<file path="src/rtl/fetch_stage_if.sv">
// Fetch-stage bundle: icache request/response, EX redirect inputs, and IF/ID outputs.
// master = the fetch stage, slave = the icache/hazard/decode side that drives it.
interface fetch_stage_if #(
    parameter int WORD_W = 32
);
    logic [WORD_W-1:0] imemaddr;
    logic              imemREN;
    logic              ihit;
    logic [WORD_W-1:0] imemload;
    logic              stall;
    logic              halt;
    logic [1:0]        pc_src;
    logic [WORD_W-1:0] ex_npc;
    logic [15:0]       ex_imm16;
    logic [25:0]       ex_jaddr;
    logic [WORD_W-1:0] ex_rsdata;
    logic              flush;
    logic [WORD_W-1:0] ifid_instr;
    logic [WORD_W-1:0] ifid_npc;
    logic              ifid_valid;
    logic              fetch_halted;

    modport master (
        output imemaddr, imemREN, flush, ifid_instr, ifid_npc, ifid_valid, fetch_halted,
        input  ihit, imemload, stall, halt, pc_src, ex_npc, ex_imm16, ex_jaddr, ex_rsdata
    );

    modport slave (
        input  imemaddr, imemREN, flush, ifid_instr, ifid_npc, ifid_valid, fetch_halted,
        output ihit, imemload, stall, halt, pc_src, ex_npc, ex_imm16, ex_jaddr, ex_rsdata
    );
endinterface

</file>
<file path="src/rtl/fetch_stage.sv">
// MIPS instruction-fetch stage: owns the PC, issues icache reads, applies EX redirects,
// and holds the IF/ID pipeline register. Fetch stops on HALT until a redirect restarts it.
module fetch_stage #(
    parameter int                WORD_W  = 32,
    parameter logic [WORD_W-1:0] PC_INIT = '0
) (
    input  logic          CLK,
    input  logic          RST,
    fetch_stage_if.master fif
);
    typedef enum logic {RUN, HALTED} state_t;

    state_t            state_q, state_d;
    logic [WORD_W-1:0] pc_q, pc_d;
    logic [WORD_W-1:0] ifid_instr_q, ifid_instr_d;
    logic [WORD_W-1:0] ifid_npc_q, ifid_npc_d;
    logic              ifid_valid_q, ifid_valid_d;
    logic              redirect;
    logic [WORD_W-1:0] pc_plus4;
    logic [WORD_W-1:0] target;

    // All target arithmetic wraps modulo 2^32; jr targets are taken verbatim.
    function automatic logic [WORD_W-1:0] redirect_target(
        input logic [1:0]        sel,
        input logic [WORD_W-1:0] npc,
        input logic [15:0]       imm16,
        input logic [25:0]       jaddr,
        input logic [WORD_W-1:0] rsdata
    );
        logic signed [WORD_W-1:0] br_off;
        br_off = {{14{imm16[15]}}, imm16, 2'b00};
        case (sel)
            2'b01:   return npc + $unsigned(br_off);
            2'b10:   return {npc[31:28], jaddr, 2'b00};
            2'b11:   return rsdata;
            default: return npc;
        endcase
    endfunction

    assign redirect = (fif.pc_src != 2'b00);
    assign pc_plus4 = pc_q + 32'd4;
    assign target   = redirect_target(fif.pc_src, fif.ex_npc, fif.ex_imm16,
                                      fif.ex_jaddr, fif.ex_rsdata);

    always_comb begin
        state_d      = state_q;
        pc_d         = pc_q;
        ifid_instr_d = ifid_instr_q;
        ifid_npc_d   = ifid_npc_q;
        ifid_valid_d = ifid_valid_q;
        if (redirect) begin
            // Redirect wins over everything, including HALTED and an outstanding miss.
            pc_d         = target;
            ifid_valid_d = 1'b0;
            ifid_instr_d = '0;
            state_d      = RUN;
        end else if (fif.stall) begin
            state_d = state_q;
        end else if (state_q == RUN) begin
            if (fif.halt && ifid_valid_q) begin
                state_d      = HALTED;
                ifid_valid_d = 1'b0;
            end else if (fif.ihit) begin
                pc_d         = pc_plus4;
                ifid_instr_d = fif.imemload;
                ifid_npc_d   = pc_plus4;
                ifid_valid_d = 1'b1;
            end else begin
                ifid_valid_d = 1'b0;
            end
        end
    end

    always_ff @(posedge CLK or posedge RST) begin
        if (RST) begin
            state_q      <= RUN;
            pc_q         <= PC_INIT;
            ifid_instr_q <= '0;
            ifid_npc_q   <= '0;
            ifid_valid_q <= 1'b0;
        end else begin
            state_q      <= state_d;
            pc_q         <= pc_d;
            ifid_instr_q <= ifid_instr_d;
            ifid_npc_q   <= ifid_npc_d;
            ifid_valid_q <= ifid_valid_d;
        end
    end

    assign fif.imemaddr     = pc_q;
    assign fif.imemREN      = (state_q == RUN) && !RST;
    assign fif.flush        = redirect && !RST;
    assign fif.fetch_halted = (state_q == HALTED);
    assign fif.ifid_instr   = ifid_instr_q;
    assign fif.ifid_npc     = ifid_npc_q;
    assign fif.ifid_valid   = ifid_valid_q;
endmodule

</file>
<file path="src/flat_wrapper.sv">
// flat-port wrapper written by rule: the top's interface ports become plain ports
module fetch_stage_flat 
#(
    parameter int                WORD_W  = 32,
    parameter logic [WORD_W-1:0] PC_INIT = '0
)
  (CLK, RST, fif_imemaddr, fif_imemREN, fif_flush, fif_ifid_instr, fif_ifid_npc, fif_ifid_valid, fif_fetch_halted, fif_ihit, fif_imemload, fif_stall, fif_halt, fif_pc_src, fif_ex_npc, fif_ex_imm16, fif_ex_jaddr, fif_ex_rsdata);
  fetch_stage_if #(.WORD_W(WORD_W)) fif_i ();
  input  logic CLK;
  input  logic RST;
  output wire logic [$bits(fif_i.imemaddr)-1:0] fif_imemaddr;
  output wire logic [$bits(fif_i.imemREN)-1:0] fif_imemREN;
  output wire logic [$bits(fif_i.flush)-1:0] fif_flush;
  output wire logic [$bits(fif_i.ifid_instr)-1:0] fif_ifid_instr;
  output wire logic [$bits(fif_i.ifid_npc)-1:0] fif_ifid_npc;
  output wire logic [$bits(fif_i.ifid_valid)-1:0] fif_ifid_valid;
  output wire logic [$bits(fif_i.fetch_halted)-1:0] fif_fetch_halted;
  input wire logic [$bits(fif_i.ihit)-1:0] fif_ihit;
  input wire logic [$bits(fif_i.imemload)-1:0] fif_imemload;
  input wire logic [$bits(fif_i.stall)-1:0] fif_stall;
  input wire logic [$bits(fif_i.halt)-1:0] fif_halt;
  input wire logic [$bits(fif_i.pc_src)-1:0] fif_pc_src;
  input wire logic [$bits(fif_i.ex_npc)-1:0] fif_ex_npc;
  input wire logic [$bits(fif_i.ex_imm16)-1:0] fif_ex_imm16;
  input wire logic [$bits(fif_i.ex_jaddr)-1:0] fif_ex_jaddr;
  input wire logic [$bits(fif_i.ex_rsdata)-1:0] fif_ex_rsdata;
  assign fif_imemaddr = fif_i.imemaddr;
  assign fif_imemREN = fif_i.imemREN;
  assign fif_flush = fif_i.flush;
  assign fif_ifid_instr = fif_i.ifid_instr;
  assign fif_ifid_npc = fif_i.ifid_npc;
  assign fif_ifid_valid = fif_i.ifid_valid;
  assign fif_fetch_halted = fif_i.fetch_halted;
  assign fif_i.ihit = fif_ihit;
  assign fif_i.imemload = fif_imemload;
  assign fif_i.stall = fif_stall;
  assign fif_i.halt = fif_halt;
  assign fif_i.pc_src = fif_pc_src;
  assign fif_i.ex_npc = fif_ex_npc;
  assign fif_i.ex_imm16 = fif_ex_imm16;
  assign fif_i.ex_jaddr = fif_ex_jaddr;
  assign fif_i.ex_rsdata = fif_ex_rsdata;
  fetch_stage #(.WORD_W(WORD_W), .PC_INIT(PC_INIT)) u_core (.CLK(CLK), .RST(RST), .fif(fif_i));
endmodule
</file>
<file path="config.mk">
export PLATFORM = sky130hd
export DESIGN_NAME = fetch_stage_flat
export DESIGN_NICKNAME = d
export VERILOG_FILES = /design/src/rtl/fetch_stage_if.sv /design/src/rtl/fetch_stage.sv /design/src/flat_wrapper.sv
export SDC_FILE = /design/constraint.sdc
export NUM_CORES = 1
export LEC_CHECK = 0
export ABC_AREA = 0
export CORE_MARGIN = 2
export CORE_UTILIZATION = 30
export CTS_BUF_LIST = sky130_fd_sc_hd__clkbuf_8 sky130_fd_sc_hd__clkbuf_16
export CTS_CLUSTER_SIZE = 24
export DETAILED_ROUTE_END_ITERATION = 8
export GPL_TIMING_DRIVEN = 1
export PLACE_DENSITY_LB_ADDON = 0.1
export SETUP_SLACK_MARGIN = 0.15
export SLEW_MARGIN = 20
export SYNTH_ARGS = -nofsm -noshare
export SYNTH_HDL_FRONTEND = slang
export SYNTH_SLANG_ARGS = --single-unit
</file>
<file path="constraint.sdc">
create_clock -name CLK -period 7.2 [get_ports CLK]
set_clock_uncertainty 0.1 [all_clocks]
set_input_delay 1.44 -clock CLK [delete_from_list [all_inputs] [get_ports CLK]]
set_output_delay 1.44 -clock CLK [all_outputs]
set_load 0.005 [all_outputs]
</file>
==> impl_metrics.env <==
export IMPL_synth_edf_count=0
export IMPL_power_share_sequential=0.394
export IMPL_cap_violations=0
export IMPL_finalNonFillerCells=1266
export IMPL_cts_hold_buf=0
export IMPL_die_area_mm2=0.0232
export IMPL_wl_per_cell_um=17.9
export IMPL_yosysSeqAreaShare=0.372
export IMPL_yosys_top_cells_area="dfrtp_1 37%, nand2_1 9.1%, ha_1 5.7%, a21oi_1 4.7%, o21ai_0 4.2%"
export IMPL_hold_slack_ns=0.376
export IMPL_place_ws_ns=2.34
export IMPL_cp_max_fo=29
export IMPL_p_leak_nw=3.92
export IMPL_setup_slack_ns=2.53
export IMPL_grt_max_degree=65
export IMPL_nFillCells=2196
export IMPL_area_growth_syn_to_layout_pct=44.2
export IMPL_grt_pass1_wl_mm=36.1
export IMPL_route_vias_total=6347
export IMPL_maxSlewViolCount=0
export IMPL_nets=1157
export IMPL_worst_ep_arrival_time_ns=3.13
export IMPL_cts_root_buffer="clkbuf_16"
export IMPL_io_pins=245
export IMPL_row_count=54
export IMPL_min_period_over_period=0.649
export IMPL_status="finished clean"
export IMPL_p_per_area_mw_per_mm2=187
export IMPL_async_flop_share=1.00
export IMPL_cts_resized=0
export IMPL_setup_worst_path_end_class="output port"
export IMPL_place_hpwl_mm=17.2
export IMPL_slowest_stage="clkdlybuf4s50_1"
export IMPL_regArea_mm2=0.00245
export IMPL_tritoncts="done"
export IMPL_p_comb_frac=0.338
export IMPL_gp_congestion=0.893
export IMPL_synth_cells=764
export IMPL_yosys_area_top_type="dfrtp_1"
export IMPL_tightest_slew_ns=1.03
export IMPL_gr_usage_all_layers=0.195
export IMPL_path_cells="clkdlybuf4s50_1 -> buf_4 -> nor2_1 -> buf_4 -> nor2_1 -> clkdlybuf4s50_1"
export IMPL_die_height_um=152
export IMPL_timing_hold_violations_final=0
export IMPL_grt_pass1_vias=6149
export IMPL_netlist_area_mm2=0.00659
export IMPL_ys_types=61
export IMPL_worstSetupPathType="in -> out"
export IMPL_maxSlewHeadroom=0.312
export IMPL_cp_buffers_inverters=4
export IMPL_cts_path_max_buffers=2
export IMPL_post_synth_top_count_cell="nand2_1"
export IMPL_cp_top_family="buffers and inverters"
export IMPL_fin_setup_tns_ns=0
export IMPL_setup_viol=0
export IMPL_antenna_found_initial=0
export IMPL_antenna_left=0
export IMPL_via_per_inst=5.01
export IMPL_internal_power_mw=1.20
export IMPL_start_kind="primary input"
export IMPL_worst_ep_required_time_ns=5.66
export IMPL_ys_ff_latch=98
export IMPL_min_period_ns=4.67
export IMPL_clk_pin_slew_ns=0.07
export IMPL_cts_buffers_inserted=9
export IMPL_port_buffers=244
export IMPL_netlist_area_leader_share=0.372
export IMPL_netSwitchingFraction=0.325
export IMPL_rsz0062_at_grt="false"
export IMPL_power_switching_mw=0.578
export IMPL_diodes=0
export IMPL_core_area_mm2=0.0217
export IMPL_drive_gt1_frac=0.0497
export IMPL_syn_avg_cell_area_um2=8.62
export IMPL_fmax_mhz=214
export IMPL_synth_flop_cell="dfrtp_1"
export IMPL_p_clk_frac=0.268
export IMPL_multi_input_area_mm2=0.00386
export IMPL_ctsHtreeMaxLevel=3
export IMPL_firstDrtPassIters=5
export IMPL_drc=0
export IMPL_die_w_um=152
export IMPL_dp_cells=1250
export IMPL_synth_common_cells="159 x nand2_1, 98 x dfrtp_1, 62 x a21oi_1"
export IMPL_totalWireLength_mm=22.7
export IMPL_start_util=0.304
export IMPL_slowest_delay_ns=0.52
export IMPL_yosysWarnings=0
export IMPL_drt_iter0_markers=324
export IMPL_clock_sinks=98
export IMPL_cts_setup_buffers=0
export IMPL_clkLatencyLatePin_ns=0.35
export IMPL_syn_nets=940
export IMPL_vdd_drop_max_mv=0.115
export IMPL_gr_total_overflow=0
export IMPL_fin_util=0.438
export IMPL_min_path_type="reg -> reg"
cell families (layout without fill, tap and decap cells):
| family | count (synthesis) | in the layout | share of synthesized area |
|---|---|---|---|
| and+or+nand+nor | 284 | 284 | 0.187 |
| buffers and inverters | 61 | 283 | 0.0429 |
| AOI/OAI and AO/OA | 198 | 198 | 0.190 |
| DFF | 98 | 98 | 0.372 |
| muxes | 32 | 32 | 0.0686 |
| xor gates and xnor gates | 60 | 60 | 0.0798 |
| adders and majority gates | 31 | 31 | 0.0600 |
tightest hold or removal path, cell delays in order (launching register included):
cell     delay, ns
dfrtp_1       0.34
nand2_1       0.05
nand2_1       0.05
registers in the layout (all words and copies together), names as in the netlist:
signal                   count
u_core.fif.fetch_halted      1
u_core.fif.ifid_instr       32
u_core.fif.ifid_npc         32
u_core.fif.ifid_valid        1
u_core.fif.imemaddr         32
layout by cell type, fill, tap and decap left out, drive strengths merged, types with 14 or more instances in the layout:
master / synthesis / layout
a21o: 14 / 14
a21oi: 62 / 62
clkdlybuf4s50: 0 / 243
dfrtp: 98 / 98
ha: 30 / 30
inv: 16 / 19
mux2i: 17 / 17
nand2: 159 / 159
nand3: 31 / 31
nor2: 40 / 40
o21ai: 55 / 55
xnor2: 31 / 31
xor2: 29 / 29
power by group through the flow:
stage	sequential [mW]	clock [mW]	combinational, mW
after floorplan	0.697	0	0.282
after global placement	0.708	0	0.604
after detailed placement	0.712	0	0.603
after CTS	0.701	0.490	0.605
after global routing	0.713	0.512	0.659
final	0.701	0.476	0.600
layout make-up:
cell class	instances	share of cell area
well taps	280	0.0369
multi-input cells	605	0.406
inverters	16	0.00659
clock buffers	9	0.0237
clock inverters	7	0.00632
flip-flops and latches	98	0.258
repair buffers	251	0.262
routing by layer:
layer  vias up  share of wire  global-route usage
met4         0          0.010              0.0463
met1      2972           0.49               0.292
li1       3142              -                   -
met5         -              0                   0
met3        12          0.059              0.0290
met2       221           0.44               0.296
final timing paths:
| check | from | cells after the start | endpoint | slack [ns] |
|---|---|---|---|---|
| min | u_core.fif.ifid_npc[22] | 2 | u_core.fif.ifid_npc[22] | 0.38 |
| min reg2reg | u_core.fif.ifid_npc[22] | 2 | u_core.fif.ifid_npc[22] | 0.38 |
| max | fif_pc_src[1] | 6 | fif_flush | 2.53 |
| min in group asynchronous | RST | 2 | u_core.fif.ifid_instr[3] | 1.51 |
| max in group asynchronous | RST | 3 | u_core.fif.ifid_npc[23] | 4.25 |
| max reg2reg | u_core.fif.fetch_halted | 7 | u_core.fif.imemaddr[24] | 4.47 |
metrics by stage:
stage	cell area (um^2)	total power, mW
CTS	9500	1.80
finish	9500	1.78
floorplan	6590	0.979
global placement	9210	1.31
detailed placement	9210	1.31
global route	9500	1.88
(Power assumes the default switching activity.)
